==> config.mk <==
export PLATFORM = sky130hd
export DESIGN_NAME = bin2bcd_seq
export DESIGN_NICKNAME = d
export VERILOG_FILES = /design/src/rtl/bin2bcd_seq.sv
export SDC_FILE = /design/constraint.sdc
export NUM_CORES = 1
export LEC_CHECK = 0
export ABC_AREA = 1
export BUFFER_PORTS_ARGS = -buffer_cell sky130_fd_sc_hd__buf_4
export CAP_MARGIN = 20
export CORE_ASPECT_RATIO = 1.2
export CORE_MARGIN = 5
export CORE_UTILIZATION = 35
export DETAILED_ROUTE_END_ITERATION = 10
export SLEW_MARGIN = 20
export SYNTH_ARGS = -nofsm -noshare
export SYNTH_HDL_FRONTEND = slang
export SYNTH_SLANG_ARGS = --single-unit
==> constraint.sdc <==
create_clock -name clk -period 1.5 [get_ports clk]
set_input_delay 0.15 -clock clk [delete_from_list [all_inputs] [get_ports clk]]
set_output_delay 0.15 -clock clk [all_outputs]
set_load 0.01 [all_outputs]
==> src/rtl/bin2bcd_seq.sv <==
// bin2bcd_seq: sequential double-dabble binary-to-BCD converter with sticky overflow.
// Optional leading-zero blanking output when BIN2BCD_BLANK_EN is defined.
module bin2bcd_seq #(
    parameter int BIN_W  = 32,
    parameter int DIGITS = 8
) (
    input  logic                  clk,
    input  logic                  rst,
    input  logic                  start,
    input  logic [BIN_W-1:0]      bin,
    output logic                  ready,
    output logic                  done_tick,
    output logic [4*DIGITS-1:0]   bcd,
    output logic                  ovf
`ifdef BIN2BCD_BLANK_EN
    ,
    output logic [DIGITS-1:0]     blank
`endif
);
    localparam int W  = 4 * DIGITS;
    localparam int CW = $clog2(BIN_W + 1);

    typedef enum logic [1:0] {IDLE, OP, DONE} state_t;

    state_t           state, next;
    logic [BIN_W-1:0] shreg;
    logic [W-1:0]     work, adj;
    logic [CW-1:0]    cnt;
    logic             sticky;

    always_ff @(posedge clk) begin
        state <= rst ? IDLE : next;
    end

    always_comb begin
        next  = state;
        ready = state == IDLE;
        next  = (state == IDLE) ? (start ? OP : IDLE) :
                (state == OP)   ? (cnt == CW'(1) ? DONE : OP) : IDLE;
    end

    always_comb begin
        adj = work;
        for (int i = 0; i < DIGITS; i++)
            adj[4*i+:4] = (work[4*i+:4] >= 4'd5) ? work[4*i+:4] + 4'd3 : work[4*i+:4];
    end

`ifdef BIN2BCD_BLANK_EN
    logic [DIGITS-1:0] blank_n;
    logic              z;

    // blank[0] is never set so a zero value still shows one digit
    always_comb begin
        blank_n = '0;
        z       = 1'b1;
        for (int i = DIGITS - 1; i >= 1; i--) begin
            z          = z & (work[4*i+:4] == 4'd0);
            blank_n[i] = z;
        end
    end

    always_ff @(posedge clk) begin
        if (rst)
            blank <= '0;
        else if (state == DONE)
            blank <= blank_n;
    end
`endif

    always_ff @(posedge clk) begin
        if (rst) begin
            shreg     <= '0;
            work      <= '0;
            cnt       <= '0;
            sticky    <= 1'b0;
            bcd       <= '0;
            ovf       <= 1'b0;
            done_tick <= 1'b0;
        end else begin
            done_tick <= state == DONE;
            if (state == IDLE && start) begin
                shreg  <= bin;
                work   <= '0;
                sticky <= 1'b0;
                cnt    <= CW'(BIN_W);
            end else if (state == OP) begin
                // a 1 leaving the top digit means the value reached 10^DIGITS
                work   <= {adj[W-2:0], shreg[BIN_W-1]};
                shreg  <= {shreg[BIN_W-2:0], 1'b0};
                sticky <= sticky | adj[W-1];
                cnt    <= cnt - CW'(1);
            end else if (state == DONE) begin
                bcd <= work;
                ovf <= sticky;
            end
        end
    end
endmodule

==> summary.md <==
| Metric | Value |
|---|---|
| Reg clk slew, reported paths | `0.07 ns` |
| CP Data Arrival Time | `1.62 ns` |
| Fmax | `732.1 MHz` |
| Via count | `approximately 4400` |
| Post-Synth Adder-Cell Area | `4.621%` |
| Crit path max fanout | `4` |
| Status | `finished clean` |
| Via/cell ratio | `4.627` |
| MaxCap Viol Count | `0` |
| VDD IR max | `616.2 uV` |
| Gpl congestion | `0.7689` |
| Filler cells | `around 1400` |
| RSZ-0062 raised after global routing | `no` |
| Post-route ant nets | `0` |
| Grt total ovfl | `0` |
| GRT met3 Usage | `3.490%` |
| Synth warn | `0` |
| Core area | `0.01376 sq mm` |
| XOR/XNOR share of the synthesized area | `0%` |
| Root buf cell | `clkbuf_16` |
| Endpoints failing hold | `0` |
| Synth Area in Simple Gates | `between 20% and 30%` |
| Kind of critical path | `reg -> reg` |
| Post-synth cell types | `20` |
| CP endpoint kind | `register` |
| Pins Over Slew Limit | `0` |
| Post-synthesis mux area share | `0%` |
| # diodes | `0` |
| Synth Net Count | `between 700 and 800` |
| Largest net degree at the start of global routing | `65` |
| First-pass DRT Iterations | `4` |
| Vias in the first global route | `4013` |
| Total global routing track utilization | `13.41%` |
| # resized after CTS | `0` |
| Synth Instances | `708` |
| CTS Sinks | `roughly 110` |
| GR Util met2 | `20.68%` |
| Dpl cells | `931` |
| 1st-iter DRT viols | `221` |
| Placed cell area | `0.005649 sq mm` |
| DIE WIDTH | `117.7 um` |
| PortBufs | `69` |
| Layout cells sized above 1 | `between 10% and 20%` |
| Wire length of the first global-routing pass | `18690 um` |
| Synth Cell Area | `0.004873 sq mm` |
| Syn-to-layout area delta | `23.00%` |
| DRC violations left | `0` |
| Crit path launch type | `register` |
| Antenna violations before repair | `0` |
| Skew final | `0.008514 ns` |
| Initial Util | `35.42%` |
| Grt met1 use | `18.18%` |
| Req. time, crit path | `between 1.5 and 2 ns` |
| H-tree depth | `3` |
| Post-CTS Setup Inserts | `0` |
| Gr busiest metal | `met2` |
| Hold crit path type | `in -> reg` |
| Clock latency on the worst-skew pair | `0.34 ns` |
| LEAKAGE | `2.781 nW` |
| Die H | `139.3 um` |
| Minimum clock period | `1.366 ns` |
| Compound-Gate Fraction of Synth Area | `13.89%` |
| WL per Instance | `approximately 12 um` |
| Final wirelength | `~11000 um` |
| Hold-fix buffers, CTS | `0` |
| Final nets | `824` |
| Setup violations, final | `0` |
| CTS Buffer Depth | `2` |
| Avg Cell Area, Syn | `6.883 sq um` |
| Register area share after synthesis | `43.95%` |
| Least-Margin Pin Slew | `about 0.36 ns` |
| Post-route cell area | `0.005995 sq mm` |
| Main combinational cell family by area after synthesis | `simple AND/OR/NAND/NOR gates` |
| Cts bufs inserted | `9` |
| Site row count | `47` |
| Register bit total from synthesis | `107` |
| Final Non-Filler Cells | `approximately 950` |
| Setup total negative slack | `0 ns` |
| Die area | `0.01639 sq mm` |
| Power Density | `1135 mW/mm^2` |
| Final Cycle Share | `between 90% and 100%` |
| Post-DP HPWL | `7354 um` |
| Slew HR | `75.65%` |
| CTS tree | `yes` |
| I/O pins | `70` |
## synthesized netlist by cell type
cell | count | share of area (%)
buf_6 | 1 | 0.23
nand2_1 | 208 | 16
buf_2 | 9 | 0.92
nor3_1 | 1 | 0.10
o21ai_0 | 45 | 4.6
ha_1 | 18 | 4.6
dfxtp_1 | 107 | 44
buf_1 | 2 | 0.15
nand4_1 | 3 | 0.39
inv_2 | 3 | 0.23
nor2_2 | 2 | 0.26
nor2_1 | 58 | 4.5
a31oi_1 | 1 | 0.13
nand3_1 | 55 | 5.6
nor2_4 | 2 | 0.46
clkbuf_1 | 14 | 1.1
buf_4 | 7 | 1.1
inv_1 | 81 | 6.2
a21oi_1 | 89 | 9.1
nand2_2 | 2 | 0.26
## registers in the layout, summed over array words and instances (netlist names)
signal / count
bcd: 32
state: 2
work: 32
done_tick: 1
cnt: 6
ovf: 1
sticky: 1
shreg: 32
## path summary, 6_finish.rpt
path,start,to,slack [ns],cells past startpoint
worst min-delay path,bin[18],shreg[18],0.06,3
worst max-delay path,work[4],work[6],0.13,10
worst max register to register,work[4],work[6],0.13,10
worst min register to register,sticky,ovf,0.46,2
## routing by layer
metal | share of wire, % | vias up
met3 | 4.5 | 8
met2 | 44 | 81
met4 | 1.1 | 0
met5 | 0 | -
li1 | - | 2359
met1 | 51 | 1934
## power by group
group | leakage, nW | total, mW | switching, mW | internal (mW)
sequential | 0.871 | 3.10 | 0.103 | 2.99
combinational | 1.75 | 1.02 | 0.612 | 0.408
clock | 0.165 | 2.69 | 1.06 | 1.63
## placed cells by master (no fill, tap or decap)
| master | count |
|---|---|
| nand2_1 | 208 |
| dfxtp_1 | 106 |
| a21oi_1 | 89 |
| inv_1 | 81 |
| buf_4 | 78 |
| nor2_1 | 57 |
| nand3_1 | 55 |
| o21ai_0 | 45 |
| ha_1 | 18 |
| clkbuf_16 | 9 |
| buf_12 | 7 |
| nor2_4 | 3 |
| inv_2 | 3 |
| nand4_1 | 3 |
| bufinv_16 | 3 |
| nor2_2 | 2 |
| nand2_2 | 2 |
| clkinv_2 | 2 |
| a31oi_1 | 1 |
| nor3_1 | 1 |
| clkinvlp_4 | 1 |
| clkinv_4 | 1 |
| dfxtp_2 | 1 |
## critical path: stages (launching register included)
cell,delay (ns)
dfxtp_1,0.38
inv_1,0.11
ha_1,0.24
nand2_1,0.07
nand2_1,0.04
nand2_1,0.12
inv_1,0.07
nand2_1,0.06
nand3_1,0.06
nand2_1,0.07
inv_1,0.03
## final cells by class
type                            count  area, sq um  share of cell area, %
Clock buffer                        9        225.2                  3.757
Inverter                           84        315.3                  5.260
Clock inverter                      7        116.4                  1.941
Tap cell                          171        214.0                  3.569
Sequential cell                   107         2143                  35.75
Multi-Input combinational cell    484         2255                  37.61
Timing Repair Buffer               85        725.7                  12.11
## metrics by stage
stage                     worst slack, ns  hold slack (ns)  util (%)  power, mW
after floorplan                    0.2348           0.2974         -      3.841
after global placement             0.1555           0.4085     41.05      4.190
after detailed placement           0.1377           0.4132     41.05      4.197
after CTS                          0.1287          0.04386     43.54      6.903
after global routing              0.01293          0.06783     43.56      7.166
final                              0.1341          0.05708     43.56      6.804
## kinds of logic after synthesis
family                   count (synthesis)
AO/OA/AOI/OAI                          135
adder cells (fa/ha/maj)                 18
buffers and inverters                  117
flip-flops                             107
AND/OR/NAND/NOR                        331
Power figures use the tool's default switching activity.
